<file path="config.mk">
export PLATFORM = sky130hd
export DESIGN_NAME = if_id_queue
export DESIGN_NICKNAME = d
export VERILOG_FILES = /design/src/rtl/if_id_queue.sv
export SDC_FILE = /design/constraint.sdc
export NUM_CORES = 1
export LEC_CHECK = 0
export ABC_AREA = 1
export CAP_MARGIN = 5
export CORE_ASPECT_RATIO = 0.6
export CORE_MARGIN = 2
export CORE_UTILIZATION = 57
export CTS_BUF_LIST = sky130_fd_sc_hd__clkbuf_4
export DETAILED_ROUTE_END_ITERATION = 10
export GPL_TIMING_DRIVEN = 0
export PLACE_DENSITY = 0.86
export SYNTH_ARGS = -nofsm -noshare
export SYNTH_HDL_FRONTEND = slang
export SYNTH_SLANG_ARGS = --single-unit
</file>
<file path="constraint.sdc">
create_clock -name clk -period 7.8 [get_ports clk]
set_clock_uncertainty 0.05 [all_clocks]
set_input_delay 1.56 -clock clk [delete_from_list [all_inputs] [get_ports clk]]
set_output_delay 1.56 -clock clk [all_outputs]
set_load 0.1 [all_outputs]
</file>
<file path="src/rtl/if_id_queue.sv">
// Fetch-to-decode instruction queue: registered circular buffer, no fall-through (push visible at head next cycle).
// Backpressure: if_ready drops only when full, independent of id_ready; flush empties the queue on the next edge.
module if_id_queue #(
  parameter int unsigned DEPTH     = 4,
  parameter logic [31:0] NOP_INSTR = 32'h0000_0013
) (
  input  logic                     clk,
  input  logic                     rst_n,
  input  logic                     if_valid,
  input  logic [31:0]              if_instr,
  input  logic [31:0]              if_pc,
  input  logic [31:0]              if_pc_next,
  input  logic                     if_exc_req,
  input  logic [3:0]               if_exc_code,
  input  logic                     if_irq_req,
  output logic                     if_ready,
  output logic                     id_valid,
  output logic [31:0]              id_instr,
  output logic [31:0]              id_pc,
  output logic [31:0]              id_pc_next,
  output logic                     id_exc_req,
  output logic [3:0]               id_exc_code,
  output logic                     id_irq_req,
  input  logic                     id_ready,
  input  logic                     flush,
  output logic [$clog2(DEPTH):0]   count
);

  localparam int unsigned PW = $clog2(DEPTH);
  localparam int unsigned CW = PW + 1;

  typedef struct packed {
    logic [31:0] instr;
    logic [31:0] pc;
    logic [31:0] pc_next;
    logic        exc_req;
    logic [3:0]  exc_code;
    logic        irq_req;
  } entry_t;

  entry_t        mem [DEPTH];
  logic [PW-1:0] wr_ptr;
  logic [PW-1:0] rd_ptr;
  logic          push;
  logic          pop;

  assign if_ready = (count != CW'(DEPTH));
  assign id_valid = (count != '0) & ~flush;
  assign push     = if_valid & if_ready & ~flush;
  assign pop      = id_valid & id_ready & ~flush;

  // DEPTH is a power of two, so the pointers wrap naturally at DEPTH-1 -> 0.
  always_ff @(posedge clk) begin
    if (!rst_n || flush) begin
      wr_ptr <= '0;
      rd_ptr <= '0;
      count  <= '0;
    end else begin
      if (push) wr_ptr <= wr_ptr + PW'(1);
      if (pop)  rd_ptr <= rd_ptr + PW'(1);
      case ({push, pop})
        2'b10:   count <= count + CW'(1);
        2'b01:   count <= count - CW'(1);
        default: count <= count;
      endcase
    end
  end

  always_ff @(posedge clk) begin
    if (rst_n && push) begin
      mem[wr_ptr] <= '{instr:    if_instr,
                       pc:       if_pc,
                       pc_next:  if_pc_next,
                       exc_req:  if_exc_req,
                       exc_code: if_exc_code,
                       irq_req:  if_irq_req};
    end
  end

  always_comb begin
    id_instr    = NOP_INSTR;
    id_pc       = '0;
    id_pc_next  = '0;
    id_exc_req  = 1'b0;
    id_exc_code = '0;
    id_irq_req  = 1'b0;
    if (count != '0) begin
      id_instr    = mem[rd_ptr].instr;
      id_pc       = mem[rd_ptr].pc;
      id_pc_next  = mem[rd_ptr].pc_next;
      id_exc_req  = mem[rd_ptr].exc_req;
      id_exc_code = mem[rd_ptr].exc_code;
      id_irq_req  = mem[rd_ptr].irq_req;
    end
  end

endmodule

</file>
==> results.txt <==
Power per cell area - 223 mW/mm²
Die Ht - 135 µm
Initial core utilization - 58.5%
Design internal power - 3420 µW
Post-Syn Nets - 1,389
Period utilization - 66.0%
Cells on Worst Hold Path - 2
Gr usage total - 26.9%
Largest net degree at the start of global routing - 32
Clk pin slew, worst setup/hold paths - 0.07 ns
Num CTS Buffers - 92
Max-Cap Viols - 0
Netlist cell types - 19
CP required - 6.19 ns
P&R area growth vs syn - 24.8%
NetSw - 1110 µW
Reg2reg start - count[0]
CP Buf/Inv Count - 5
Crit Reg-Reg Endpoint - mem[2][82]
Highest clock rate - 0.194 GHz
Hold_buf cts - 0
Warnings from Yosys - 0
Core ar. - 0.0278 mm²
Final hold vios - 0
Switching fraction of total power - 24.5%
Port buffer count - 213
Commonest non-fill, non-tap cell in the layout - edfxtp_1
CP cell instances - buf_4 -> inv_2 -> buf_4 -> clkbuf_2 -> o21ai_0 -> a21oi_1 -> clkdlybuf4s50_1
Yosys reg bits - 417
Vias in the first global route - 11,200
Die Area - 0.0300 mm²
Placed Instances - 1,871
P_leak - 0.00704 µW
Number of DRC markers in iteration 0 - 1,263
Comb pwr share - 9.5%
Via count - 11,400
Setup Buffers After CTS - 0
Ports - 214
Fin crit period - 5.15 ns
Final GP Congestion - 0.772
Setup violations, final - 0
# fillers - 1,760
Slowest CP cell - clkdlybuf4s50_1
Status - completed
Critical Path Start Type - flop
CTS max path bufs - 3
Setup tns final - 0 ns
CTS tree - built
Worst-path fanout max - 10
Setup ws final - 2.65 ns
Ratio of cells with drive above 1 in the final layout - 13.7%
First-pass DRT Iterations - 5
Worst slew pin tran - 1.09 ns
CP Class - reg -> out
Crit end category - output port
Reg2Reg Depth - 5
Die Wd - 222 µm
CTS root buf - clkbuf_4
First-pass GRT wire length - 60,500 µm
Hold Path Class - reg -> reg
DRT antenna net count - 0
Drt total wl - 40,200 µm
Post-Syn Instances - 1,276
Area of the mapped netlist - 0.0163 mm²
Crit path DAT - 3.54 ns
Clk sinks - 417
Commonest cells after routing, fill and taps aside - edfxtp_1, nor2_1, clkdlybuf4s50_1
Initial antenna violation count - 5
Post-DR vias/cell - 5.65
Post-Syn Area per Cell - 12.8 µm²
R2R setup slack - 5.26 ns
Crit path max-delay family - buffers and inverters
Remaining Overflow, GRT - 0
Placed cell area - 0.0192 mm²
VDD IR max - 0.168 mV
HPWL Detailed - 25,800 µm
Register area share after synthesis - 76.4%
Clock latency on the worst-skew pair - 0.78 ns
Placement Setup Slack - 2.93 ns
Worst rel slew slack - 27.0%
Slew Limit Fails - 0
Final Instance Area - 0.0203 mm²
Slowest stage delay, CP - 1.21 ns
Hold Crit Start - rd_ptr[0]
RSZ-0062 raised after global routing - no
Most frequent cell on the critical path - buf_4
Clock power frac - 35.4%
Post_cts resized - 0
# rows - 47
Worst Hold End - rd_ptr[0]
# DRC - 0
Post-route non-filler standard cell count - 2,022
NumNets Final - 1,711
Htree depth - 3
Reg power frac - 55.1%
Avg WL per Cell - 19.9 µm
==> routing by layer <==
layer / vias up / routed length (µm) / GRT usage (%)
li1: 5231 / - / -
met1: 5489 / 15900 / 35.7
met2: 614 / 19100 / 42.5
met3: 89 / 3980 / 7.01
met4: 2 / 1230 / 12.3
met5: - / 13 / 0
==> registers in the layout (all words and copies together), names as in the netlist, named ones only <==
signal	flops
rd_ptr	2
count	3
mem	408
wr_ptr	2
==> worst max path at each step <==
stage	startpoint	endpoint	slack [ns]	depth (start not counted)
2_1_floorplan	count[0]	mem[0][0]	0.73	4
3_5_place_dp	flush	id_valid	2.93	3
5_1_grt	count[0]	id_pc[21]	2.49	6
4_1_cts	count[0]	id_pc[21]	2.63	6
3_3_place_gp	flush	mem[1][23]	-2.70	6
6_report	flop	id_pc_next[6]	2.65	7
==> metrics by stage <==
| step | hold slack (ns) | power, µW | util (%) |
|---|---|---|---|
| 6_report | 0.445 | 4520 | 73.0 |
| 3_3_place_gp | 0.405 | 2960 | 67.8 |
| 4_1_cts | 0.441 | 4540 | 73.0 |
| 5_1_grt | 0.477 | 4670 | 73.0 |
| 2_1_floorplan | 0.393 | 2800 | - |
| 3_5_place_dp | 0.431 | 2970 | 69.1 |
==> cells by family (layout without fill, tap and decap cells) <==
family / count (synthesis) / in the layout / synth area share [%]
DFF: 417 / 417 / 76.4
other: 0 / 5 / 0
adders and majority gates: 6 / 6 / 0.507
buffers and inverters: 99 / 473 / 3.27
AOI/OAI and AO/OA: 313 / 313 / 9.62
and+or+nand+nor: 441 / 441 / 10.2
==> worst min-delay path, stage by stage, from the launching register on <==
cell and delay [ns]:
dfxtp_1 0.32, inv_1 0.07, a21oi_1 0.06
==> area by class of cell <==
cell class | instances | area, µm² | share of cell area [%]
clock inverters | 11 | 68.8 | 0.339
flip-flops and latches | 417 | 12400 | 61.2
multi-input cells | 760 | 3340 | 16.5
diodes | 5 | 12.5 | 0.0616
well taps | 367 | 459 | 2.26
plain buffers | 77 | 450 | 2.22
clock buffers | 135 | 1010 | 4.99
repair buffers | 228 | 2450 | 12.1
inverters | 22 | 82.6 | 0.406
==> power by group through the flow <==
stage / Clock (µW) / Combinational, µW / Sequential [µW]
2_1_floorplan: 0 / 256 / 2550
3_3_place_gp: 0 / 412 / 2550
3_5_place_dp: 0 / 427 / 2540
4_1_cts: 1620 / 429 / 2490
5_1_grt: 1730 / 449 / 2490
6_report: 1600 / 430 / 2490
==> Yosys cell counts <==
| cell | number | area (µm²) |
|---|---|---|
| edfxtp_1 | 408 | 12300 |
| nor2_1 | 407 | 1530 |
| o21ai_0 | 169 | 846 |
| a21oi_1 | 110 | 551 |
| o21ai_1 | 34 | 170 |
| buf_2 | 31 | 155 |
| nand2_1 | 27 | 101 |
| inv_1 | 19 | 71.3 |
| buf_4 | 14 | 105 |
| clkbuf_2 | 14 | 70.1 |
| clkbuf_1 | 10 | 37.5 |
| dfxtp_1 | 9 | 180 |
| buf_6 | 7 | 78.8 |
| nand3_1 | 6 | 30.0 |
| ha_1 | 5 | 62.6 |
| inv_2 | 3 | 11.3 |
| buf_1 | 1 | 3.75 |
| fa_1 | 1 | 20.0 |
| nand4_1 | 1 | 6.26 |
Note: power is estimated with default switching activity, not from simulation.
